$ cat config.mk
export PLATFORM = sky130hd
export DESIGN_NAME = display_bitmap_stream
export DESIGN_NICKNAME = d
export VERILOG_FILES = /design/src/rtl/display_pkg.sv /design/src/rtl/display_square_char.sv /design/src/rtl/display_bitmap_stream.sv
export SDC_FILE = /design/constraint.sdc
export NUM_CORES = 1
export LEC_CHECK = 0
export CORE_UTILIZATION = 53
export DETAILED_ROUTE_END_ITERATION = 10
export GPL_TIMING_DRIVEN = 0
export PLACE_DENSITY = 0.77
export SETUP_SLACK_MARGIN = 0.1
export SLEW_MARGIN = 20
export SYNTH_ARGS = -nofsm -noshare
export SYNTH_HDL_FRONTEND = slang
export SYNTH_SLANG_ARGS = --single-unit
$ cat constraint.sdc
create_clock -name clk -period 7.1 [get_ports clk]
set_input_delay 1.42 -clock clk [delete_from_list [all_inputs] [get_ports clk]]
set_output_delay 1.42 -clock clk [all_outputs]
set_load 0.1 [all_outputs]
$ cat src/rtl/display_pkg.sv
// rtl/display_pkg.sv - shared constants, FSM states and sizing helper for the bitmap text printer
package display_pkg;

    localparam int SIDE_WIDTH = 8;
    localparam int SQUARES    = 64;

    localparam logic [7:0] DOT     = 8'h2E;
    localparam logic [7:0] CROSS   = 8'h58;
    localparam logic [7:0] SPACE   = 8'h20;
    localparam logic [7:0] NEWLINE = 8'h0A;
    localparam logic [7:0] DIGIT0  = 8'h30;
    localparam logic [7:0] HEXA    = 8'h41;

    typedef enum logic [2:0] {
        ST_IDLE,
        ST_LABEL,
        ST_SQUARE,
        ST_SEP,
        ST_GAP,
        ST_EOL,
        ST_TRAIL,
        ST_DONE
    } state_e;

    // Each channel contributes 16 square/space bytes plus a gap, the gap of channel 0 is the newline.
    function automatic int bytes_per_print(input int channels, input int labels);
        return SIDE_WIDTH * (channels * 17 - 1 + 1 + 2 * labels) + 1;
    endfunction

endpackage

$ cat src/rtl/display_square_char.sv
// rtl/display_square_char.sv - maps one square value to its ASCII glyph
module display_square_char
    import display_pkg::*;
#(
    parameter int PIECE_WIDTH = 1
) (
    input  logic [PIECE_WIDTH-1:0] value_i,
    output logic [7:0]             char_o
);

    logic [3:0] nib;

    assign nib = 4'(value_i);

    always_comb begin
        char_o = DOT;
        if (value_i != '0) begin
            if (PIECE_WIDTH == 1) begin
                char_o = CROSS;
            end else if (nib < 4'd10) begin
                char_o = DIGIT0 + {4'd0, nib};
            end else begin
                char_o = HEXA + {4'd0, nib} - 8'd10;
            end
        end
    end

endmodule

$ cat src/rtl/display_bitmap_stream.sv
// rtl/display_bitmap_stream.sv - captures side-by-side 8x8 bitmaps and streams them as ASCII text
module display_bitmap_stream
    import display_pkg::*;
#(
    parameter int CHANNELS    = 2,
    parameter int PIECE_WIDTH = 1,
    parameter int LABELS      = 0,
    parameter int FLIP        = 0,
    parameter int SIM_PRINT   = 1
) (
    input  logic                                    clk,
    input  logic                                    reset,
    input  logic [CHANNELS*SQUARES*PIECE_WIDTH-1:0] bitmap,
    input  logic                                    bitmap_valid,
    output logic                                    bitmap_ready,
    output logic [7:0]                              char_out,
    output logic                                    char_valid,
    input  logic                                    char_ready,
    output logic                                    busy,
    output logic                                    display_done
);

    localparam int CW = (CHANNELS > 1) ? $clog2(CHANNELS) : 1;
    localparam int BW = CHANNELS * SQUARES * PIECE_WIDTH;
    localparam int IW = CW + 6;

    state_e          state_q, state_d;
    logic            lbl_q, lbl_d;
    logic [2:0]      row_q, row_d;
    logic [2:0]      col_q, col_d;
    logic [CW-1:0]   chan_q, chan_d;
    logic [BW-1:0]   buf_q, buf_d;
    logic [7:0]      char_q, char_d;
    logic            valid_q, valid_d;
    logic            ready_q, ready_d;
    logic            busy_q, busy_d;
    logic            done_q, done_d;

    logic            fire;
    logic [2:0]      rank_d, file_d;
    logic [IW-1:0]   sq_idx;
    logic [PIECE_WIDTH-1:0] sq_val;
    logic [7:0]      sq_char;

    assign fire = valid_q && char_ready;

    // row/col count printed order; the viewpoint decides which rank/file they address.
    always_comb begin
        state_d = state_q;
        lbl_d   = lbl_q;
        row_d   = row_q;
        col_d   = col_q;
        chan_d  = chan_q;
        buf_d   = buf_q;
        case (state_q)
            ST_IDLE: begin
                if (bitmap_valid) begin
                    buf_d   = bitmap;
                    row_d   = 3'd0;
                    col_d   = 3'd0;
                    chan_d  = '0;
                    lbl_d   = 1'b0;
                    state_d = (LABELS != 0) ? ST_LABEL : ST_SQUARE;
                end
            end
            ST_LABEL: begin
                if (fire) begin
                    if (!lbl_q) begin
                        lbl_d = 1'b1;
                    end else begin
                        lbl_d   = 1'b0;
                        state_d = ST_SQUARE;
                    end
                end
            end
            ST_SQUARE: begin
                if (fire) begin
                    state_d = ST_SEP;
                end
            end
            ST_SEP: begin
                if (fire) begin
                    if (col_q == 3'd7) begin
                        col_d = 3'd0;
                        if (int'(chan_q) < CHANNELS - 1) begin
                            chan_d  = chan_q + CW'(1);
                            state_d = ST_GAP;
                        end else begin
                            chan_d  = '0;
                            state_d = ST_EOL;
                        end
                    end else begin
                        col_d   = col_q + 3'd1;
                        state_d = ST_SQUARE;
                    end
                end
            end
            ST_GAP: begin
                if (fire) begin
                    state_d = ST_SQUARE;
                end
            end
            ST_EOL: begin
                if (fire) begin
                    if (row_q != 3'd7) begin
                        row_d   = row_q + 3'd1;
                        state_d = (LABELS != 0) ? ST_LABEL : ST_SQUARE;
                    end else begin
                        row_d   = 3'd0;
                        state_d = ST_TRAIL;
                    end
                end
            end
            ST_TRAIL: begin
                if (fire) begin
                    state_d = ST_DONE;
                end
            end
            ST_DONE: begin
                state_d = ST_IDLE;
            end
            default: begin
                state_d = ST_IDLE;
            end
        endcase
    end

    assign rank_d = (FLIP != 0) ? row_d : (3'd7 - row_d);
    assign file_d = (FLIP != 0) ? (3'd7 - col_d) : col_d;
    assign sq_idx = {chan_d, rank_d, file_d};
    assign sq_val = buf_d[int'(sq_idx) * PIECE_WIDTH +: PIECE_WIDTH];

    display_square_char #(
        .PIECE_WIDTH(PIECE_WIDTH)
    ) u_square_char (
        .value_i(sq_val),
        .char_o (sq_char)
    );

    // The byte for the next state is prepared alongside it so char_out is a plain register.
    always_comb begin
        char_d = 8'h00;
        case (state_d)
            ST_LABEL:         char_d = lbl_d ? SPACE : (DIGIT0 + 8'd1 + {5'd0, rank_d});
            ST_SQUARE:        char_d = sq_char;
            ST_SEP, ST_GAP:   char_d = SPACE;
            ST_EOL, ST_TRAIL: char_d = NEWLINE;
            default:          char_d = 8'h00;
        endcase
    end

    assign valid_d = (state_d != ST_IDLE) && (state_d != ST_DONE);
    assign ready_d = (state_d == ST_IDLE);
    assign busy_d  = (state_d != ST_IDLE);
    assign done_d  = (state_d == ST_DONE);

    always_ff @(posedge clk or posedge reset) begin
        if (reset) begin
            state_q <= ST_IDLE;
            lbl_q   <= 1'b0;
            row_q   <= 3'd0;
            col_q   <= 3'd0;
            chan_q  <= '0;
            buf_q   <= '0;
            char_q  <= 8'h00;
            valid_q <= 1'b0;
            ready_q <= 1'b1;
            busy_q  <= 1'b0;
            done_q  <= 1'b0;
        end else begin
            state_q <= state_d;
            lbl_q   <= lbl_d;
            row_q   <= row_d;
            col_q   <= col_d;
            chan_q  <= chan_d;
            buf_q   <= buf_d;
            char_q  <= char_d;
            valid_q <= valid_d;
            ready_q <= ready_d;
            busy_q  <= busy_d;
            done_q  <= done_d;
        end
    end

    assign bitmap_ready = ready_q;
    assign char_out     = char_q;
    assign char_valid   = valid_q;
    assign busy         = busy_q;
    assign display_done = done_q;

`ifndef SYNTHESIS
    if (SIM_PRINT != 0) begin : g_sim_print
        always @(posedge clk) begin
            if (!reset && valid_q && char_ready) begin
                $write("%c", char_q);
            end
        end
    end
`endif

endmodule

### Word level (Yosys, flattened, before mapping)

Index checks and enable logic that the tools add are counted.

* $add $sub $neg: 5
* equal/unequal tests: 17
* reduce and logical (&&, ||, !) cells: 7
* order comparisons: 1
* mux-type cells: 34
* shift-type cells: 1

Operators with widths (number)
* 128-bit 2-to-1 mux: 2
* 128-bit by 8-bit variable part select with 1-bit output: 1
* 3-bit 2-to-1 mux: 16
* 8-bit case mux with 4 select lines: 1
* 3-bit equality test (second input constant): 9
* 3-bit case mux with 8 select lines: 1
* 7-bit 2-to-1 mux: 2
* 3-bit by 2-bit equality test with 1-bit output (second input constant): 4
* 3-bit case mux with 2 select lines: 2
* 1-bit 2-to-1 mux: 8
* 6-bit by 3-bit adder with 7-bit output (first input constant): 1
* 3-bit by 1-bit adder with 3-bit output (second input constant): 2
* 3-bit by 1-bit equality test with 1-bit output (second input constant): 2
* 3-bit logical NOT: 2
* 3-bit != test (second input constant): 2
* 1-bit case mux with 2 select lines: 2
* 2-bit OR reduction: 2
* 3-bit nonzero test: 1
* 3-bit subtractor (first input constant): 1
* 1-bit logical AND: 2
* 1-bit adder (second input constant): 1
* 1-bit < comparator (second input constant): 1

* output and inout bits: 12
* register bits: 151
* input bits: 132
* word-level logic and storage cells: 76

### Depth between registers and ports, before layout

Gate-level depths: netlist of the first run.

* depth in word-level cells: 8
* gate-level depth with buffers: 15
* mapped depth without buffers: 13

### Modules after synthesis

A second synthesis of the first run with hierarchy kept.

* cells, all modules: 833
* area total of the unflattened synthesis: 7328.3 um^2

By module, submodules not included
* display_bitmap_stream: cells an instance 823, area each 7264.5 um^2, instances 1
* display_square_char: cells an instance 10, area each 63.8 um^2, instances 1

### Least setup slack after synthesis of the first run

Ideal clock, no wire load.

* kind: input to register
* start point: input bitmap_valid
* end point: register char_q[4] (netlist: char_out[4])
* path buffers: 3
* slack: 3.291 ns
* arrival: 3.688 ns
* cell stages on the path: 14
* data required time: 6.979 ns
* path through: or4b_4 > buf_6 > nand2_2 > o21a_1 > buf_6 > inv_2 > buf_6 > mux2i_1 > mux2i_1 > o21a_1 > o211a_1 > nor4_2 > a21oi_2 > a22o_1

* word-level cells in the longest chain between the ends: 6

Ends and longest elaborated chain
* from (decl): line display_bitmap_stream.sv:14 `input logic bitmap_valid,`
* 3-bit 2-to-1 mux: line display_bitmap_stream.sv:57 `if (bitmap_valid) begin`
* 3-bit case mux with 2 select lines: line display_bitmap_stream.sv:55 `case (state_q)`
* 3-bit subtractor: line display_bitmap_stream.sv:128 `assign rank_d = (FLIP != 0) ? row_d : (3'd7 - row_d);`
* 128-bit by 8-bit variable part select with 1-bit output / 6-bit by 3-bit adder with 7-bit output (equally long branches): line display_bitmap_stream.sv:131, display_bitmap_stream.sv:144
* 7-bit 2-to-1 mux (on tied branches): line display_square_char.sv:17, display_bitmap_stream.sv:144
* 8-bit case mux with 4 select lines (*): line display_bitmap_stream.sv:143 `case (state_d)`
* via char_d[4]: line display_bitmap_stream.sv:33 `logic [7:0] char_q, char_d;`
* to (signal assigned): line display_bitmap_stream.sv:177 `char_q <= char_d;`
* to (decl): line display_bitmap_stream.sv:33

The timed path passes the listed nets; every way through them passes the cells marked *.

### Final worst setup path of the first run

* start point: input bitmap_valid
* end point: register char_q[1] (netlist: char_out[1])

Same word-level chain as after synthesis.

==> results of run 1 <==
area by class of cell:
class | instances | area (µm²) | share of cell area, %
Clock buffer | 23 | 488 | 4.90
Clock inverter | 9 | 75.1 | 0.753
Inverter | 19 | 78.8 | 0.791
Multi-Input combinational cell | 694 | 3610 | 36.2
Timing Repair Buffer | 143 | 1450 | 14.5
Tap cell | 180 | 225 | 2.26
Sequential cell | 150 | 3750 | 37.7
Buffer | 58 | 290 | 2.91
cells by family after synthesis:
family,after synthesis
compound gates,152
xor+xnor,2
fa+ha+maj,6
buf+inv,77
flops,150
mux,39
other cells,1
simple gates,494
state kept, by name (all words and copies together), names as in the netlist:
register / cells
buf_q: 128
char_out: 7
col_q: 3
row_q: 3
state_q: 3
bitmap_ready: 1
busy: 1
chan_q: 1
char_valid: 1
display_done: 1
lbl_q: 1
through the flow:
step                TNS [ns]  cell area (µm²)  power [µW]  cells
floorplan                  0             7720        2680    921
global placement      -56.07             9370        3200   1243
detailed placement         0             9400        3250   1244
CTS                        0             9970        4120   1276
global route               0             9970        4390   1276
finish                     0             9970        4150   1276
critical path, delay by kind of cell:
family	cells	cell delay, ns
AOI/OAI and AO/OA	7	1.84
buffers and inverters	4	1.35
and+or+nand+nor	2	0.55
metal layers:
layer  track usage, %  share of wire (%)  vias to the layer above
li1                 -                  -                     3435
met1             44.6                 43                     3459
met2             54.4                 46                      404
met3             4.88                8.2                       54
met4             12.7                2.6                        0
met5                0                  0                        -
cell usage after synthesis, types with 5 or more instances:
cell,count
nand2_1,386
dfrtp_1,149
nor2_1,46
mux2i_1,29
a21oi_1,28
o21ai_0,27
clkbuf_1,24
buf_2,22
inv_1,16
nand3_1,15
o22ai_1,13
o211ai_1,10
o221ai_1,8
a31oi_1,6
ha_1,6
mux2_2,6
nor3_1,6
nor4_1,6
a211oi_1,5
a21o_1,5
and3_1,5
buf_1,5
buf_6,5
nand2b_1,5
o2111ai_1,5
o31ai_1,5
power by group through the flow:
stage	Sequential [µW]	Clock (µW)	Combinational [µW]
2_1_floorplan	1500	0	1180
3_3_place_gp	1390	0	1810
3_5_place_dp	1400	0	1850
4_1_cts	1390	860	1870
5_1_grt	1430	900	2070
6_report	1400	861	1890
final timing paths:
path / from / endpoint / slack (ns) / cells past startpoint
setup / recovery: bitmap_valid / char_out[1] / 2.21 / 13
hold / removal: buf_q[51] / buf_q[51] / 0.47 / 2
setup reg to reg: col_q[0] / char_out[5] / 3.12 / 15
hold reg to reg: buf_q[51] / buf_q[51] / 0.47 / 2
max in group asynchronous: reset / bitmap_ready / 4.87 / 3
min in group asynchronous: reset / buf_q[102] / 1.44 / 2
==> results by group, run 1 <==
STA
  – Hold_ws: approximately 0.47 ns
  – Slew @ Worst Pin: ~0.97 ns
  – Slew HR: about a third
  – Fmax: 0.204 GHz
  – Final Critical Period: approximately 5 ns
  – Max Slew Vio Count: 0
  – Setup Skew: between 0.004 and 0.005 ns
  – Endpoints failing hold: 0
  – RSZ-0062 raised after global routing: false
  – Period utilization: between 60 and 70%
  – Final setup viols: 0
  – Setup WS post-layout: between 2 and 2.5 ns

CTS
  – H-tree levels: 4
  – Clk slew on worst S/H paths: 0.06 ns
  – Clock Path Buffers: 2
  – Post-CTS Resized: 0
  – Clk_lat worst skew: between 0.4 and 0.5 ns
  – Clock Sinks: 150
  – Root buf cell: clkbuf_16
  – Post-CTS setup buffers: 0
  – Post-CTS Hold Fix Bufs: 0
  – CTS tree: built
  – Cts bufs inserted: 17

Route
  – Wire per inst: approximately 18 µm
  – WL final: approximately 24 mm
  – DRC violations left: 0
  – Antenna Nets Post-Route: 0
  – First-pass DRT Iterations: 6
  – DR vias/cell: approximately 5.8
  – Vias: around 7,400
  – DRC violation total after the first TritonRoute iteration: between 700 and 800

Worst setup path
  – CP Max Fanout: 10
  – WP data required: 7.37 ns
  – Slowest cell on the critical path: clkdlybuf4s50_1
  – CP Class: in -> reg
  – Crit path arrival time: roughly 5.2 ns
  – Crit-path cells: clkdlybuf4s50_1 > or4b_4 > buf_6 > o211ai_1 > o21ai_2 > inv_1 > buf_2 > o21ai_0 > o221ai_1 > o2111a_1 > nor4_2 > a21oi_2 > a31oi_1
  – Worst Setup End Kind: register
  – Critical path startpoint category: primary input
  – Slowest stage delay, CP: approximately 0.57 ns

Synth
  – Post-Syn Area: 7720 µm²
  – Post-synthesis simple-gate area fraction: a little over a quarter
  – Avg Cell Area, Syn: about 8.4 µm²
  – Async S/R FF share, synth: 100%
  – Area leader, netlist: dfrtp_1
  – Synth Net Count: between 1,000 and 1,500
  – Yosys reg bits: 150
  – Cell variety after synth: 71
  – Adder-cell share of the synthesized area: 0.972%
  – Seq/Total Area, Yosys: 48.6%
  – Post-synth top area share: 48.3%
  – Syn Inst Count: 921
  – Largest family of logic cells by synthesized area: simple AND/OR/NAND/NOR gates
  – Xor/xnor share of the synthesized area: 0.227%
  – Post-synthesis compound-gate area fraction: a little over an eighth
  – Synth Flop Type: dfrtp_1
  – Synth top area cells: dfrtp_1 (48%), nand2_1 (19%), mux2i_1 (3.8%)
  – Post-synthesis mux area share: around 5.8%
  – Synth warn: 0
  – Number of synthesized flops with an enable pin: 0

GRT
  – Initial antenna violation count: 0
  – Vias in the first global route: 7,191
  – Largest net degree at the start of global routing: 79
  – Gr usage total: between 30% and 40%
  – First-pass GRT wire length: around 37 mm
  – Global route overflow: 0

Power
  – Logic gate share of total power: between 40 and 50%
  – P_sw: roughly 1700 µW
  – Reg power frac: between 30% and 40%
  – VDD IR-drop max: 0.258 mV
  – Net Sw Frac: just over 40%
  – Clock power frac: between 20% and 30%
  – Pleak: 0.00475 µW
  – PwrDens: around 420 nW/µm²
  – P_int: 2430 µW

Status
  – Status: completed

Die
  – Die height: ~120 µm
  – Die Area: around 15,000 µm²
  – Row count: 43
  – Io pins: about 140
  – Core area: approximately 14,000 µm²
  – Die width: between 100 and 150 µm
  – Initial Util: 55.0%

Hold path
  – Worst Hold Class: reg -> reg

Layout
  – Final net count: 1,221
  – Most frequent cells in the layout: nand2_1 (386), dfrtp_1 (149), clkdlybuf4s50_1 (142), nor2_1 (46), mux2i_1 (29)
  – Area added between synthesis and finish: 29.1%
  – ANT cells: 0
  – Commonest non-fill, non-tap cell in the layout: nand2_1
  – Core Util, Final: between 70% and 80%
  – Share of cells above drive strength 1: around 8%
  – Fillers: ~1,200

Placed design
  – Buffers on Ports: 142
  – Pre-CTS WS: roughly 1.9 ns
  – DPL Wire Length: around 17 mm
  – GP Congestion: a little over 0.9

Flow run
  – Max-Cap Viols: 0
(Power assumes the default switching activity.)
==> run 2: changes to the inputs <==
--- a/config.mk
+++ b/config.mk
@@ -5,10 +5,10 @@
 export SDC_FILE = /design/constraint.sdc
 export NUM_CORES = 1
 export LEC_CHECK = 0
-export CORE_UTILIZATION = 53
+export CORE_UTILIZATION = 48
 export DETAILED_ROUTE_END_ITERATION = 10
 export GPL_TIMING_DRIVEN = 0
-export PLACE_DENSITY = 0.77
+export PLACE_DENSITY = 0.73
 export SETUP_SLACK_MARGIN = 0.1
 export SLEW_MARGIN = 20
 export SYNTH_ARGS = -nofsm -noshare
==> constraint.sdc (replaced) <==
create_clock -name clk -period 4.1 [get_ports clk]
set_input_delay 0.82 -clock clk [delete_from_list [all_inputs] [get_ports clk]]
set_output_delay 0.82 -clock clk [all_outputs]
set_load 0.1 [all_outputs]
==> results by group, run 2 (same netlist as run 1, synthesis figures left out) <==
Status
  – Status: completed

CTS
  – H-tree levels: 4 (unchanged)
  – Clk_lat worst skew: 0.43 ns (about the same)
  – CTS tree: built
  – Cts bufs inserted: 17 (unchanged)
  – Clock Sinks: 150 (unchanged)
  – Clock Path Buffers: 2 (unchanged)
  – Root buf cell: clkbuf_16
  – Clk slew on worst S/H paths: 0.06 ns (about the same)
  – Post-CTS Hold Fix Bufs: 0 (unchanged)

Worst setup path
  – Worst Setup End Kind: register
  – FF-to-FF End: char_out[2]
  – Worst R2R Setup Slack: 0.40 ns (-2.72 ns)
  – WP data required: 4.38 ns (-2.99 ns)
  – CP Class: in -> reg
  – CP Max Fanout: 10 (unchanged)
  – R2r startpoint: col_q[0]
  – Reg2Reg Depth: 14 (-1)
  – Crit path arrival time: 4.23 ns (-0.94 ns)
  – Critical path startpoint category: primary input

Placed design
  – GP Congestion: 0.910 (-0.24%)
  – Pre-CTS WS: -0.523 ns (-2.38 ns)
  – Buffers on Ports: 142 (unchanged)
  – Post-Place Cells: 1,283 (+3.1%)
  – DPL Wire Length: 17.1 mm (+2.3%)

Route
  – WL final: 23.7 mm (+0.93%)
  – First-pass DRT Iterations: 6 (unchanged)
  – DRC violations left: 0 (unchanged)
  – Wire per inst: 18.0 µm (-2.1%)
  – Antenna Nets Post-Route: 0 (unchanged)
  – DR vias/cell: 5.58 (-3.2%)
  – DRC violation total after the first TritonRoute iteration: 562 (-28%)
  – Vias: 7,332 (-0.27%)

Layout
  – Fillers: 1,439 (+24%)
  – ANT cells: 0 (unchanged)
  – Core Util, Final: 63.9% (-7.1 points)
  – Reg area: 3750 µm² (unchanged)
  – Multi-input gate area: 3650 µm² (+1.1%)
  – Most frequent cells in the layout: nand2_1 (385), dfrtp_1 (149), clkdlybuf4s50_1 (142), nor2_1 (46)
  – Area added between synthesis and finish: 30.5%
  – Final net count: 1,225 (+0.33%)
  – Share of cells above drive strength 1: 9.46% (+1.3 points)
  – Commonest non-fill, non-tap cell in the layout: nand2_1
  – Max reg flops: 128 (unchanged)
  – Post-Layout Cell Count: 1,315 (+3.1%)
  – Top reg by flops: buf_q

GRT
  – Initial antenna violation count: 0 (unchanged)
  – Vias in the first global route: 7,147 (-0.61%)
  – First-pass GRT wire length: 37.3 mm (about the same)
  – Global route overflow: 0 (unchanged)
  – Gr usage total: 29.9% (-3.3 points)
  – Largest net degree at the start of global routing: 36 (-54%)

Flow run
  – Max-Cap Viols: 0 (unchanged)

STA
  – Setup TNS: 0 ns (unchanged)
  – Final Critical Period: a little under 4 ns
  – Setup WS post-layout: 0.154 ns (-2.05 ns)
  – Setup Skew: 0.00738 ns (+0.00299 ns)
  – Period utilization: 96.2%
  – RSZ-0062 raised after global routing: true
  – Endpoints failing hold: 0 (unchanged)
  – Slew HR: 35.3% (+0.23 points)
  – Max Slew Vio Count: 0 (unchanged)
  – Slew @ Worst Pin: 0.967 ns (-0.00351 ns)
  – Final setup viols: 0 (unchanged)
  – Fmax: ~0.25 GHz

Hold path
  – Worst Hold Class: reg -> reg
  – Hold Path End: buf_q[20]
  – Cells on Worst Hold Path: 2 (unchanged)
  – HP Start: buf_q[20]

Die
  – Die width: 129 µm (+5.0%)
  – Die Area: 16,600 µm² (+10%)
  – Die height: 129 µm (+5.0%)
  – Row count: 46 (+7.0%)
  – Io pins: 144 (unchanged)
  – Core area: 15,800 µm² (+12%)
  – Initial Util: 49.0% (-6.0 points)

Power
  – Final Power: 7120 µW (+72%)
  – Pleak: 0.00478 µW (+0.55%)
  – PwrDens: 706 nW/µm² (+70%)
  – VDD IR-drop max: 0.333 mV (+29%)
-- run 2: worst max path at each step --
| stage | startpoint | endpoint | slack [ns] | cells past startpoint |
|---|---|---|---|---|
| 6_report | bitmap_valid | char_out[1] | 0.15 | 15 |
| 2_1_floorplan | char_valid | char_out[4] | 0.71 | 12 |
| 4_1_cts | bitmap_valid | char_out[2] | 0.07 | 13 |
| 3_3_place_gp | char_ready | char_out[2] | -0.51 | 13 |
| 5_1_grt | char_ready | char_out[2] | 0.08 | 15 |
| 3_5_place_dp | char_ready | char_out[2] | -0.52 | 13 |
-- run 2: worst max-delay path: stages --
cell and delay, ns:
clkdlybuf4s50_1 0.55, or4b_4 0.49, buf_6 0.16, nand2_2 0.08, o21a_1 0.14, buf_6 0.17, inv_2 0.12, a21oi_1 0.14
a21oi_1 0.06, mux4_2 0.54, o311ai_1 0.44, nor4_1 0.11, a21oi_2 0.15, buf_4 0.16, a31oi_1 0.08
-- run 2: layout make-up --
| class | count | area share [%] |
|---|---|---|
| plain buffers | 56 | 2.96 |
| clock buffers | 27 | 4.79 |
| clock inverters | 4 | 0.224 |
| inverters | 19 | 0.745 |
| multi-input cells | 694 | 36.2 |
| flip-flops and latches | 150 | 37.3 |
| well taps | 216 | 2.68 |
| repair buffers | 149 | 15.1 |
-- run 2: timing repair --
| item | 4_1_cts | 5_1_grt |
|---|---|---|
| resized for setup | 7 | 18 |
| setup endpoints to repair | 5 | 5 |
| setup buffers | 0 | 3 |
| pin swaps | 0 | 1 |
-- run 2: routing by layer --
metal  track usage [%]  wire (µm)  vias up  share of wire [%]
met5                 0          0        -                  0
met4              13.8        735        0                3.1
met3              6.49       1940       63                8.2
met2              48.0      11000      332                 46
met1              38.9      10000     3494                 42
li1                  -          -     3443                  -
-- run 2: report_power, final --
group          internal [µW]  switching, µW  total, µW
combinational           1210           2100       3310
clock                    799            597       1400
sequential              2140            275       2410
total                   4140           2970       7120
-- run 2: metrics by stage --
stage / instance area, µm² / hold WS (ns)
after floorplan: 7730 / 0.436
after global placement: 9420 / 0.449
after detailed placement: 9500 / 0.457
after CTS: 10000 / 0.471
after global routing: 10100 / 0.490
final: 10100 / 0.470
==> run 3: changes to the inputs <==
--- a/config.mk
+++ b/config.mk
@@ -6,6 +6,7 @@
 export NUM_CORES = 1
 export LEC_CHECK = 0
 export CORE_UTILIZATION = 48
+export CTS_CLUSTER_DIAMETER = 50
 export DETAILED_ROUTE_END_ITERATION = 10
 export GPL_TIMING_DRIVEN = 0
 export PLACE_DENSITY = 0.73
==> results of run 3 <==
Same layout as run 2: the final DEF is identical, and so are final timing and power.
==> edit 1, RTL diff (config.mk and constraints of run 1) <==
The 8 states of `state_e` get a one-hot encoding in 8 bits.
--- a/src/rtl/display_pkg.sv
+++ b/src/rtl/display_pkg.sv
@@ -12,13 +12,13 @@
     localparam logic [7:0] HEXA    = 8'h41;
 
-    typedef enum logic [2:0] {
-        ST_IDLE,
-        ST_LABEL,
-        ST_SQUARE,
-        ST_SEP,
-        ST_GAP,
-        ST_EOL,
-        ST_TRAIL,
-        ST_DONE
+    typedef enum logic [7:0] {
+        ST_IDLE   = 8'b00000001,
+        ST_LABEL  = 8'b00000010,
+        ST_SQUARE = 8'b00000100,
+        ST_SEP    = 8'b00001000,
+        ST_GAP    = 8'b00010000,
+        ST_EOL    = 8'b00100000,
+        ST_TRAIL  = 8'b01000000,
+        ST_DONE   = 8'b10000000
     } state_e;
 
Function: no difference found for any inputs over 10 cycles, from zero or initial values and one cycle with reset high; not proved beyond that.
==> edit 1 against run 1 <==
Setup slack worse by 0.35 ns; first-iteration DRC count is 11% lower; register-to-register slack worse by 0.70 ns; critical path depth stayed put; area after synthesis is 1.7% higher; global-route usage is 1.3 points lower; hold slack worse by 0.0027 ns; sequential cell count is 5 higher; clock power is 16% higher; design area is 2.2% higher; wire length is 1.4% lower; power is 6.4% lower; critical endpoint is now char_out[4]; largest power group unchanged.
==> edit 1: results (changes against run 1) <==
Post CTS Setup Buffer Count 0 (unchanged); H-tree Lvls 4 (unchanged); sequential fraction of the synthesis area 49.4% (was 48.6%); Root Driver clkbuf_16 (unchanged); slowest CP cell nor3_2 (was clkdlybuf4s50_1); Routed WL 23.2 mm (was 23.5 mm); synth top area cells dfrtp_1 (49%), nand2_1 (19%), mux2i_1 (3.4%) (was dfrtp_1 (48%), nand2_1 (19%), mux2i_1 (3.8%)); met2 Usage GRT 49.3% (was 54.4%); first-pass GRT wire length 36.1 mm (was 37.3 mm); CTS max path bufs 2 (unchanged); pin count of the biggest net entering global routing 87 (was 79); Slew @ Worst Pin 1.25 ns (was 0.971 ns); layout cells sized above 1 7.89% (was 8.12%); Cell Int Power 2.40 mW (was 2.43 mW); sequential power share 36.9% (was 33.7%); Most used DFF post-synth dfrtp_1 (unchanged); Lkg Pwr 4.96 nW (was 4.75 nW); status finished clean (unchanged); Clk pin slew, worst setup/hold paths 0.06 ns (about the same); initial drt markers 702 (was 786); FFs w/ async S/R, synth 100% (unchanged); GR Layer Usage met3 5.77% (was 4.88%); post-DP HPWL 16.6 mm (was 16.7 mm); met1 WL 9.96 mm (was 10.0 mm); # nets final 1,216 (was 1,221); met3 wire len 1.91 mm (was 1.94 mm); Largest stage delay, worst path 0.69 ns (was 0.57 ns); total power 3.88 mW (was 4.15 mW); synthesized instance count 915 (was 921); vias in the first global route 6,939 (was 7,191); Layout Skew 0.00481 ns (was 0.00438 ns); peak supply drop 0.191 mV (was 0.258 mV); M1 GR Usage 44.6% (about the same); Pre-Repair DR Iteration Count 5 (was 6); Vias 7,344 (was 7,352); Top Metal Used met4 (unchanged); Wirelength per Cell 18.2 um (was 18.4 um); syn nets 1,054 (was 1,059); initial antenna violation count 0 (unchanged); count of cell types in the netlist 74 (was 71); CP Max Fanout 10 (unchanged); crit path DAT 5.56 ns (was 5.17 ns); Top reg by flops buf_q (unchanged); top cells by count, synth nand2_1 (400), dfrtp_1 (153), o21ai_0 (36) (was nand2_1 (386), dfrtp_1 (149), nor2_1 (46)); total global-route track usage 31.9% (was 33.2%); routed wl met2 10.7 mm (was 10.9 mm); Clock power frac 25.7% (was 20.8%); gp weighted congestion 0.925 (was 0.913); Fillers 1,152 (was 1,158)
edit 1: cell count changes after synthesis, moves of 4 or more:
cell and change:
nor2_1 -22, nand2_1 +14, a21oi_1 -11, o21ai_0 +9, a211oi_1 +8, mux2_2 +8, o221ai_1 -8, o22ai_1 -7
buf_2 -6, buf_1 +4, buf_6 -4, dfrtp_1 +4, nand2b_1 -4, nor2b_1 +4
edit 1: per-stage QoR:
step | hold WS, ns | cell area, um2 | util (%) | setup WS, ns
after global routing | 0.490 | 10200 | 70.4 | 1.76
after detailed placement | 0.452 | 9540 | 65.9 | 1.54
after global placement | 0.445 | 9510 | 65.6 | -0.618
after CTS | 0.467 | 10200 | 70.4 | 1.97
after floorplan | 0.434 | 7850 | - | 1.51
final | 0.465 | 10200 | 70.4 | 1.85
edit 1: area by class of cell:
type	count	area [um2]	area share [%]
sequential	155	3880	38.1
multi-input combinational	691	3670	36.1
timing repair buffer	143	1450	14.2
clock buffer	17	425	4.18
buffer	53	238	2.33
tap	184	230	2.26
clock inverter	15	223	2.19
inverter	16	67.6	0.663
edit 1: final timing paths:
path	slack, ns	startpoint	end	depth (start not counted)
min in group asynchronous	1.43	reset	buf_q[81]	2
min	0.47	buf_q[118]	buf_q[118]	2
max	1.85	bitmap_valid	char_out[4]	13
min reg2reg	0.47	buf_q[118]	buf_q[118]	2
max reg2reg	2.42	state_q[3]	char_out[1]	13
max in group asynchronous	4.87	reset	buf_q[126]	3
edit 1: kinds of logic (layout without fill, tap and decap cells):
logic type,count (synthesis),after routing,share of synthesized area [%]
AOI/OAI and AO/OA,148,148,13.5
xor gates and xnor gates,3,3,0.335
adders and majority gates,7,7,1.12
buffers and inverters,69,244,3.79
DFF,155,155,49.4
muxes,44,44,6.31
other,1,1,0.0477
and+or+nand+nor,488,488,25.5
==> edit 2, RTL diff (flow settings as in run 1) <==
Without the edit above. Set the parameter `CHANNELS` to 1 (it was 2).
--- a/src/rtl/display_bitmap_stream.sv
+++ b/src/rtl/display_bitmap_stream.sv
@@ -3,5 +3,5 @@
     import display_pkg::*;
 #(
-    parameter int CHANNELS    = 2,
+    parameter int CHANNELS    = 1,
     parameter int PIECE_WIDTH = 1,
     parameter int LABELS      = 0,
Interface: changed (resized bitmap); port bits go from 144 to 80. No check against the original RTL was run, so the function may have changed too.
==> edit 2 against run 1 <==
Area after synthesis down 45%; critical path type unchanged; global-route usage decreased by 10 points; wire length down 62%; design area shrank 45%; sequential power shrank 45%; largest cell class unchanged; count of clock-buffer cells in the layout down 13; sequential cell count down 64; setup slack improved by 0.68 ns; power shrank 43%; via count shrank 59%.
==> edit 2: results (changes against run 1) <==
post-CTS sizing 0 (unchanged); vias in the first global route 3,099 (was 7,191); Hold Path Class reg2reg (unchanged); Lkg Pwr 2.38 nW (was 4.75 nW); status finished clean (unchanged); pin count of the biggest net entering global routing 55 (was 79); Pre-Repair DR Iteration Count 4 (was 6); initial antenna violation count 0 (unchanged); Top reg by flops buf_q (unchanged); layout cells sized above 1 24.7% (was 8.12%); sequential fraction of the synthesis area 50.4% (was 48.6%); Routed WL 9.05 mm (was 23.5 mm); Slew @ Worst Pin 0.986 ns (was 0.971 ns); H-tree Lvls 3 (was 4); I/O Buffers 78 (was 142); syn nets 419 (was 1,059); CTS max path bufs 2 (unchanged); FF-to-FF setup slack 4.00 ns (was 3.12 ns); # hold bufs at CTS 0 (unchanged); peak supply drop 0.299 mV (was 0.258 mV); Post CTS Setup Buffer Count 0 (unchanged); Layout Skew 0.0131 ns (was 0.00438 ns); Remaining Overflow, GRT 0 (unchanged); top cells by count, synth dfrtp_1 (85), mux2_2 (65), mux2i_1 (41) (was nand2_1 (386), dfrtp_1 (149), nor2_1 (46)); # nets final 509 (was 1,221); FFs w/ async S/R, synth 100% (unchanged); post-DP HPWL 6.44 mm (was 16.7 mm); gp weighted congestion 0.829 (was 0.913); max FFs per register 64 (was 128); Root Driver clkbuf_8 (was clkbuf_16); n_diodes 0 (unchanged); reg2reg start state_q[1] (was col_q[0]); clock latency at the later pin of the worst-skew pair 0.36 ns (was 0.42 ns); first-pass GRT wire length 15.1 mm (was 37.3 mm); worst hold start buf_q[17] (was buf_q[51]); crit path from bitmap_valid (unchanged); vias per cell 5.55 (was 5.76); Clk pin slew, worst setup/hold paths 0.09 ns (was 0.06 ns); hold slack 0.479 ns (was 0.468 ns); count of cell types in the netlist 50 (was 71); Ys Warns 0 (unchanged); synth top area cells dfrtp_1 (50%), mux2_2 (17%), mux2i_1 (9.6%) (was dfrtp_1 (48%), nand2_1 (19%), mux2i_1 (3.8%)); CP Max Fanout 10 (unchanged); total global-route track usage 23.2% (was 33.2%); initial drt markers 87 (was 786); crit path DAT 4.43 ns (was 5.17 ns); cts bufs inserted 9 (was 17)
edit 2: cell type report:
class	count	area, um2
flip-flops and latches	86	2150
plain buffers	18	136
repair buffers	79	801
multi-input cells	227	1930
clock buffers	10	138
inverters	15	58.8
fillers	571	2330
clock inverters	6	92.6
well taps	102	128
edit 2: final timing paths:
kind	endpoint	depth (start not counted)
worst max register to register	char_out[4]	11
min in group asynchronous	buf_q[27]	2
worst min register to register	buf_q[17]	2
worst max-delay path	char_out[4]	12
max in group asynchronous	buf_q[57]	3
worst min-delay path	buf_q[17]	2
edit 2: stage by stage:
| step | area (um2) | std cells | setup WS (ns) |
|---|---|---|---|
| CTS | 5440 | 543 | 2.86 |
| global route | 5440 | 543 | 2.63 |
| detailed placement | 5210 | 527 | 2.50 |
| global placement | 5180 | 526 | 2.17 |
| finish | 5440 | 543 | 2.89 |
| floorplan | 4280 | 346 | 3.46 |
edit 2: worst max-delay path, stage by stage:
cell and delay [ns]:
clkdlybuf4s50_1 0.58, nor4b_4 0.29, buf_6 0.20, buf_6 0.16, buf_4 0.19, mux2_2 0.37, mux2i_1 0.19, o22ai_1 0.13
o31ai_1 0.31, o32ai_2 0.15, a21oi_1 0.26, o21ai_0 0.16
edit 2: cell families after synthesis:
kind of cell               after synthesis  synth area share [%]
buffers and inverters                   33                  4.51
adders and majority gates                5                  1.46
muxes                                  107                  27.1
DFF                                     86                  50.4
and+or+nand+nor                         60                  8.05
xor gates and xnor gates                 1                 0.205
AOI/OAI and AO/OA                       53                  8.28
other                                    1                0.0877
edit 2: power breakdown:
part / total [mW] / switching (mW) / internal [mW] / leakage, nW
Clock: 0.392 / 0.182 / 0.210 / 0.109
Sequential: 0.766 / 0.0657 / 0.701 / 1.05
Combinational: 1.21 / 0.681 / 0.530 / 1.21
Total: 2.37 / 0.929 / 1.44 / 2.38
edit 2: routing by layer:
| metal | up-vias | GRT usage, % | share of wire [%] |
|---|---|---|---|
| met1 | 1498 | 32.6 | 48 |
| li1 | 1433 | - | - |
| met2 | 73 | 35.8 | 47 |
| met3 | 11 | 4.98 | 3.8 |
| met4 | 0 | 7.94 | 1.5 |
| met5 | - | 0 | 0 |
